<file path="config.mk">
export PLATFORM = sky130hd
export DESIGN_NAME = serial_subtractor
export DESIGN_NICKNAME = d
export VERILOG_FILES = /design/src/rtl/serial_subtractor.sv
export SDC_FILE = /design/constraint.sdc
export NUM_CORES = 1
export LEC_CHECK = 0
export CAP_MARGIN = 20
export CORE_ASPECT_RATIO = 1.25
export CORE_UTILIZATION = 53
export DETAILED_ROUTE_END_ITERATION = 7
export PLACE_DENSITY_LB_ADDON = 0.3
export SYNTH_ARGS = -nofsm -noshare
export SYNTH_HDL_FRONTEND = slang
export SYNTH_SLANG_ARGS = --single-unit
</file>
<file path="constraint.sdc">
create_clock -name clk -period 3.4 [get_ports clk]
set_input_delay 0.51 -clock clk [delete_from_list [all_inputs] [get_ports clk]]
set_output_delay 0.51 -clock clk [all_outputs]
set_load 0.02 [all_outputs]
</file>
<file path="src/rtl/serial_subtractor.sv">
// Bit-serial N-bit subtractor: diff = a - b - bin, one bit per clock, LSB first.
// start/busy/done handshake; diff/bout change only on the edge that raises done.
module serial_subtractor #(
  parameter int N = 3
) (
  input  logic         clk,
  input  logic         rst_n,
  input  logic         start,
  input  logic [N-1:0] a,
  input  logic [N-1:0] b,
  input  logic         bin,
  output logic         busy,
  output logic         done,
  output logic [N-1:0] diff,
  output logic         bout
);

  localparam int CW = (N > 1) ? $clog2(N) : 1;
  localparam logic [CW-1:0] LAST = CW'(N - 1);

  typedef enum logic [1:0] {S_IDLE, S_RUN, S_DONE} state_e;

  state_e        state_q;
  logic [N-1:0]  a_sh_q, b_sh_q, r_sh_q;
  logic          br_q;
  logic [CW-1:0] cnt_q;
  logic          busy_q, done_q, bout_q;
  logic [N-1:0]  diff_q;

  logic          d_bit, br_d;
  logic [N:0]    r_ext;
  logic [N-1:0]  r_d;

  // Extended concatenation keeps the result shift legal when N == 1.
  always_comb begin
    d_bit = a_sh_q[0] ^ b_sh_q[0] ^ br_q;
    br_d  = (~a_sh_q[0] & b_sh_q[0]) | (~(a_sh_q[0] ^ b_sh_q[0]) & br_q);
    r_ext = {d_bit, r_sh_q};
    r_d   = r_ext[N:1];
  end

  always_ff @(posedge clk or negedge rst_n) begin
    if (!rst_n) begin
      state_q <= S_IDLE;
      a_sh_q  <= '0;
      b_sh_q  <= '0;
      r_sh_q  <= '0;
      br_q    <= 1'b0;
      cnt_q   <= '0;
      busy_q  <= 1'b0;
      done_q  <= 1'b0;
      diff_q  <= '0;
      bout_q  <= 1'b0;
    end else begin
      done_q <= 1'b0;
      case (state_q)
        S_IDLE, S_DONE: begin
          busy_q <= 1'b0;
          if (start) begin
            a_sh_q  <= a;
            b_sh_q  <= b;
            br_q    <= bin;
            cnt_q   <= '0;
            busy_q  <= 1'b1;
            state_q <= S_RUN;
          end else begin
            state_q <= S_IDLE;
          end
        end
        S_RUN: begin
          a_sh_q <= a_sh_q >> 1;
          b_sh_q <= b_sh_q >> 1;
          br_q   <= br_d;
          r_sh_q <= r_d;
          if (cnt_q == LAST) begin
            cnt_q   <= '0;
            diff_q  <= r_d;
            bout_q  <= br_d;
            done_q  <= 1'b1;
            busy_q  <= 1'b0;
            state_q <= S_DONE;
          end else begin
            cnt_q <= cnt_q + 1'b1;
          end
        end
        default: begin
          busy_q  <= 1'b0;
          state_q <= S_IDLE;
        end
      endcase
    end
  end

  assign busy = busy_q;
  assign done = done_q;
  assign diff = diff_q;
  assign bout = bout_q;

endmodule

</file>
==> out/qor.log, run 1 <==
qor: pwr.p_leak 0.4574 nW
qor: place.gp_routability_congestion 0.6485
qor: synthesis.netlist-cell-type-count 21
qor: setup_path.worstReg2RegEnd diff[1]
qor: die.row_count 16
qor: synthesis.seq_area_frac_synth 0.5421
qor: setup_path.crit-reg2reg-launch state_q[0]
qor: synthesis.synth_top_flop_cell sky130_fd_sc_hd__dfrtp_1
qor: detailed_routing.totalWireLength 1494 um
qor: min_path.worstHoldStart r_sh_q[1]
qor: setup_path.critical_path.max_fanout 2
qor: min_path.min-delay-path-class register to register
qor: synthesis.synth_nets 89
qor: synthesis.yosys-mux-area-fraction 0.09558
qor: final_layout.fillerInstances 128
qor: final_layout.final_net_count 105
qor: sta.worstMarginPinSlew 827.8 ps
qor: global_route.globalRouteTotalUtil 0.1804
qor: clock_tree.hold_fix_buffer_count_after_cts 0
qor: final_layout.antenna_cells 0
qor: place.placedCellCount 107
qor: synthesis.synthesis.area_per_instance 11.24 um^2
qor: global_route.grt_antenna_before_repair 0
qor: sta.final.setup.tns 0 ps
qor: die.placeableCoreArea 1562 um^2
qor: clock_tree.clk_root_buffer_cell sky130_fd_sc_hd__clkbuf_4
qor: clock_tree.h_tree_level_count 1
qor: setup_path.crit_path_cell_trace clkdlybuf4s50_1
qor: clock_tree.cts_num_sinks 19
qor: setup_path.r2r.worst_path.cells 3
qor: final_layout.final-instance-count-excl-fill 111
qor: setup_path.largest_delay_share_family_worst_path buffers and inverters
qor: setup_path.worstSetupStartpointType register
qor: detailed_routing.drc_errors 0
qor: sta.achievable-frequency 0.5618 GHz
qor: setup_path.worst-path-buf-inv 1
qor: sta.timing.final.crit_period 1780 ps
qor: sta.report.final.hold_viol_count 0
qor: sta.post-route-period-util 0.5235
qor: clock_tree.clkTransAtPathRegs 110 ps
qor: clock_tree.cts_repair_resize_count 0
qor: synthesis.syn_inst 78
qor: clock_tree.cts_setup_buffers 0
qor: run_status.result_of_the_run finished clean
qor: final_layout.fin_area 1045 um^2
qor: clock_tree.cts_inserted_buffers 3
qor: die.width_of_the_chip 38.39 um
qor: run.max-cap-violations 0
qor: synthesis.synth.cell_area 877.1 um^2
qor: setup_path.r2r_slack 1940 ps
qor: global_route.wire_length_of_the_first_global_routing_pass 2242 um
qor: synthesis.synth-simple-area-share 0.1655
qor: place.placement.cell_area 1017 um^2
qor: final_layout.flow.area_growth_from_synthesis 19.12%
qor: sta.setup_repair_after_global_routing_missed_its_margin no
qor: detailed_routing.vias 614
qor: setup_path.setup.worst_path.class register to output pin
qor: final_layout.layout.cells.most_common_list sky130_fd_sc_hd__dfrtp_1 (19), sky130_fd_sc_hd__clkdlybuf4s50_1 (15), sky130_fd_sc_hd__nand2_1 (9)
qor: final_layout.layout-drive-gt1-share 0.1183
qor: detailed_routing.routedWlPerCell 13.46 um
qor: synthesis.ys_seq_elements 19
qor: min_path.holdPathStages 2
qor: die.num_io_pins 16
qor: synthesis.combinational_family_with_the_most_area_after_synthesis simple AND/OR/NAND/NOR gates
qor: pwr.pwr_density_cell 900.4 nW/um^2
qor: synthesis.synth-edff-count 0
qor: die.die_area 1823 um^2
qor: sta.setup_viol 0
qor: setup_path.cp_slowest_cell sky130_fd_sc_hd__clkdlybuf4s50_1
qor: place.numPortBuffers 15
qor: setup_path.cp-end-kind output pin
qor: synthesis.synth-xor-area-share 0
qor: synthesis.synth_async_sr_flop_share 1.000
qor: detailed_routing.drt_iter0_drc 8
qor: sta.worst_slew_margin_rel 0.4464
qor: die.die-height 47.48 um
qor: global_route.globalRouteOverflowTotal 0
qor: global_route.grt_max_degree 20
qor: global_route.via_count_of_the_first_global_routing_pass 525
qor: synthesis.yosys.area_share.adder 0.02282
qor: setup_path.wp_data_arrival 1270 ps
qor: clock_tree.cts_tree done
qor: detailed_routing.detail_route.vias_per_cell 5.532
qor: clock_tree.max-clock-path-buffers 2
qor: detailed_routing.number_of_antenna_violating_nets_in_the_routed_design 0
qor: sta.final_clock_skew 8.424 ps
qor: setup_path.critPathRequiredTime 2890 ps
qor: synthesis.area_fraction_in_compound_gates_after_synthesis 0.1198
qor: detailed_routing.drt_pass1_iterations 4
qor: clock_tree.worstSkewPairLatency 300 ps
qor: final_layout.mostFrequentLayoutCell sky130_fd_sc_hd__dfrtp_1
qor: sta.slew_viol_final 0
qor: die.initial_core_util 0.5617
qor: min_path.whs_endpoint r_sh_q[1]
qor: pwr.max-vdd-ir-drop 0.0004547 V
qor: synthesis.synth_warnings 0
qor: setup_path.cp_slowest_stage_delay 600 ps
qor: place.hpwlAfterDp 1067 um
per-layer routing:
layer | global-route usage | routed length [um] | vias to the layer above | share of wire
met5 | 0 | 0 | - | 0
met4 | 0.06207 | 9 | 0 | 0.0060
met3 | 0.04651 | 59 | 2 | 0.039
met2 | 0.2915 | 754 | 9 | 0.50
met1 | 0.2391 | 670 | 303 | 0.45
li1 | - | - | 300 | -
synth_stat cells, types with 3 or more instances:
| library cell | n | share of area |
|---|---|---|
| sky130_fd_sc_hd__a211oi_1 | 4 | 0.034 |
| sky130_fd_sc_hd__nand2_1 | 9 | 0.039 |
| sky130_fd_sc_hd__o31ai_1 | 3 | 0.026 |
| sky130_fd_sc_hd__a21oi_1 | 5 | 0.029 |
| sky130_fd_sc_hd__nor2b_1 | 5 | 0.036 |
| sky130_fd_sc_hd__nand3_1 | 5 | 0.029 |
| sky130_fd_sc_hd__mux2i_1 | 5 | 0.057 |
| sky130_fd_sc_hd__mux2_2 | 3 | 0.039 |
| sky130_fd_sc_hd__inv_1 | 4 | 0.017 |
| sky130_fd_sc_hd__dfrtp_1 | 19 | 0.54 |
worst max-delay path by stage:
stage,start,to,slack (ps),cells past startpoint
6_report,busy,busy,1620,1
5_1_grt,diff[1],diff[1],1570,1
4_1_cts,busy,busy,1610,1
3_5_place_dp,start,a_sh_q[0],1610,4
3_3_place_gp,start,b_sh_q[0],1630,4
2_1_floorplan,a_sh_q[0],diff[2],2150,2
state kept, by name (all words and copies together), names as in the netlist:
name,cells
r_sh_q,2
done,1
diff,3
b_sh_q,3
cnt_q,2
busy,1
a_sh_q,3
bout,1
state_q,2
br_q,1
per-stage QoR:
step / hold WS, ps / setup WS (ps) / power, mW / util
finish: 498.7 / 1620 / 0.9407 / 0.6691
global route: 521.1 / 1571 / 1.011 / 0.6691
CTS: 505.4 / 1609 / 0.9492 / 0.6691
detailed placement: 479.4 / 1610 / 0.8341 / 0.6514
global placement: 458.1 / 1634 / 0.8190 / 0.6514
floorplan: 214.4 / 2151 / 0.7211 / -
cell type report:
cell class                 instances  area, um^2  share of cell area
tap                               18       22.52             0.02156
inverter                           4       15.01             0.01437
clock inverter                     1       5.005            0.004790
multi-input combinational         51       354.1              0.3389
clock buffer                       3       22.52             0.02156
timing repair buffer              15       150.1              0.1437
sequential                        19       475.5              0.4551
cell families after synthesis:
group | after synthesis
AO/OA/AOI/OAI | 17
AND/OR/NAND/NOR | 25
buffers and inverters | 8
adder cells (fa/ha/maj) | 1
multiplexers | 8
flip-flops | 19
tightest hold or removal path, cell delays in order, from the launching register on:
cell and delay [ps]:
sky130_fd_sc_hd__dfrtp_1 360, sky130_fd_sc_hd__nand2_1 50, sky130_fd_sc_hd__nand2_1 60
where the power goes:
part           switching [mW]  total, mW  internal [mW]
clock                  0.0703      0.114         0.0438
sequential             0.0954      0.423          0.327
combinational           0.201      0.404          0.203
(Power assumes the default switching activity.)
==> inputs of run 2 (changes only) <==
- CORE_UTILIZATION: 53 -> 49
- clock period: 3.4 -> 1.7 ns (I/O delays scaled with it)
==> run 2 against run 1 <==
Against the previous run: power rose by 110%; combinational power is 130% higher; worst hold slack got worse by 220 ps; design area grew 2.0%; via count grew 0.65%; die area rose by 7.8%; flip-flop and latch count did not move; non-clock buffer count rose by 3; sequential share of layout area is 0.91 points lower; critical path type unchanged; largest power group is now combinational cells; highest routed layer unchanged.
==> out/qor.log, run 2 (same netlist as run 1, synthesis figures left out) <==
qor: pwr.max-vdd-ir-drop 0.0009795 V
qor: setup_path.wp_data_arrival 1260 ps
qor: setup_path.cp-end-kind output pin
qor: pwr.p_int 1.183 mW
qor: sta.achievable-frequency 0.6586 GHz
qor: setup_path.cp_slowest_stage_delay 600 ps
qor: clock_tree.clkTransAtPathRegs 100 ps
qor: final_layout.mostFrequentLayoutCell sky130_fd_sc_hd__dfrtp_1
qor: place.gp_routability_congestion 0.7107
qor: place.hpwlAfterDp 1103 um
qor: global_route.via_count_of_the_first_global_routing_pass 628
qor: setup_path.setup.worst_path.class register to output pin
qor: sta.slew_viol_final 0
qor: die.initial_core_util 0.5409
qor: die.row_count 16
qor: run.max-cap-violations 0
qor: clock_tree.worstSkewPairLatency 290 ps
qor: setup_path.critPathRequiredTime 1440 ps
qor: setup_path.r2r_slack 370 ps
qor: sta.worst_slew_margin_rel 0.7219
qor: detailed_routing.met2RoutedLength 772 um
qor: setup_path.r2r.worst_path.cells 2
qor: global_route.globalRouteOverflowTotal 0
qor: die.die-height 49.30 um
qor: pwr.pwr-share-clk 0.116
qor: setup_path.cp_slowest_cell sky130_fd_sc_hd__clkdlybuf4s50_1
qor: detailed_routing.number_of_antenna_violating_nets_in_the_routed_design 0
qor: clock_tree.h_tree_level_count 1
qor: global_route.grt_max_degree 20
qor: global_route.globalRouteTotalUtil 0.1953
qor: sta.report.final.hold_viol_count 0
qor: pwr.pwr_density_cell 1813 nW/um^2
qor: setup_path.critical_path.max_fanout 2
qor: setup_path.crit-reg2reg-launch a_sh_q[0]
qor: detailed_routing.drt_pass1_iterations 4
qor: global_route.grt_antenna_before_repair 0
qor: clock_tree.max-clock-path-buffers 2
qor: clock_tree.cts_tree done
qor: die.die_area 1964 um^2
qor: clock_tree.cts_num_sinks 19
qor: sta.final.setup.tns 0 ps
qor: clock_tree.cts_repair_resize_count 0
qor: clock_tree.hold_fix_buffer_count_after_cts 0
qor: final_layout.antenna_cells 0
qor: setup_path.crit_path_cell_trace clkdlybuf4s50_1
qor: sta.final_clock_skew 1.478 ps
qor: pwr.comb_power_share 0.473
qor: die.placeableCoreArea 1622 um^2
qor: run_status.result_of_the_run finished clean
qor: global_route.wire_length_of_the_first_global_routing_pass 2677 um
qor: setup_path.worst-path-buf-inv 1
qor: sta.setup_repair_after_global_routing_missed_its_margin no
qor: die.width_of_the_chip 39.84 um
qor: detailed_routing.totalWireLength 1551 um
qor: detailed_routing.route.top_layer_used met4
qor: pwr.p_leak 0.4695 nW
qor: final_layout.layout-drive-gt1-share 0.1354
qor: sta.post-route-period-util 0.8931
qor: detailed_routing.drt_iter0_drc 16
qor: pwr.sw_frac_of_total 0.3880
qor: setup_path.largest_delay_share_family_worst_path buffers and inverters
qor: clock_tree.cts_inserted_buffers 3
qor: sta.setup_viol 0
qor: final_layout.flow.area_growth_from_synthesis 21.54%
qor: sta.worstMarginPinSlew 415.8 ps
qor: final_layout.final_net_count 108
qor: sta.worst_hold_slack 274.3 ps
qor: clock_tree.cts_setup_buffers 0
qor: final_layout.layout.cells.most_common_list sky130_fd_sc_hd__dfrtp_1 (19), sky130_fd_sc_hd__clkdlybuf4s50_1 (15), sky130_fd_sc_hd__nand2_1 (9)
qor: clock_tree.clk_root_buffer_cell sky130_fd_sc_hd__clkbuf_4
qor: pwr.flop_pwr_share 0.410
qor: detailed_routing.detail_route.vias_per_cell 5.421
qor: die.num_io_pins 16
qor: detailed_routing.vias 618
qor: detailed_routing.routedWlPerCell 13.61 um
qor: pwr.power.net_switching 0.7497 mW
qor: detailed_routing.drc_errors 0
qor: detailed_routing.met3_wirelength 39 um
qor: min_path.min-delay-path-class primary input to async pin
qor: setup_path.worstReg2RegEnd diff[2]
qor: detailed_routing.detail_route.wirelength.met1 706 um
qor: place.numPortBuffers 15
qor: sta.timing.final.crit_period 1518 ps
qor: setup_path.worstSetupStartpointType register
run 2: cell count changes in the layout (fill, tap and decap cells not counted), sizes merged:
cell    delta
clkbuf     +1
clkinv     -1
buf        +3
run 2: per-layer routing:
metal  global-route usage  vias up
li1                     -      306
met1               0.2593      297
met2               0.3060       10
met3              0.02740        5
met4              0.08621        0
met5                    0        -
run 2: per-stage QoR:
| stage | cells | worst slack, ps | util | total power [mW] | cell area (um^2) |
|---|---|---|---|---|---|
| finish | 114 | 181.7 | 0.6574 | 1.932 | 1066 |
| floorplan | 78 | 451.1 | - | 1.442 | 877.1 |
| global route | 114 | 132.4 | 0.6574 | 2.087 | 1066 |
| detailed placement | 110 | 205.0 | 0.6412 | 1.719 | 1040 |
| global placement | 110 | 207.5 | 0.6412 | 1.679 | 1040 |
| CTS | 114 | 172.8 | 0.6574 | 1.948 | 1066 |
run 2: worst max-delay path by stage:
| stage | cells past startpoint | end | slack, ps | startpoint |
|---|---|---|---|---|
| finish | 1 | busy | 180 | busy |
| global route | 1 | diff[2] | 130 | diff[2] |
| CTS | 1 | diff[2] | 170 | diff[2] |
| detailed placement | 4 | br_q | 210 | start |
| global placement | 4 | b_sh_q[0] | 210 | start |
| floorplan | 2 | diff[2] | 450 | a_sh_q[0] |
run 2: cell type report:
type | count | area, um^2
sequential | 19 | 475.5
inverter | 4 | 15.01
clock buffer | 4 | 26.28
timing repair buffer | 18 | 172.7
fill | 125 | 555.5
tap | 18 | 22.52
multi-input combinational | 51 | 354.1
run 2: power by group through the flow:
stage | sequential [mW] | combinational, mW | clock, mW
global placement | 0.798 | 0.881 | 0
floorplan | 0.862 | 0.580 | 0
CTS | 0.794 | 0.921 | 0.233
finish | 0.793 | 0.914 | 0.225
global route | 0.819 | 1.01 | 0.257
detailed placement | 0.804 | 0.916 | 0
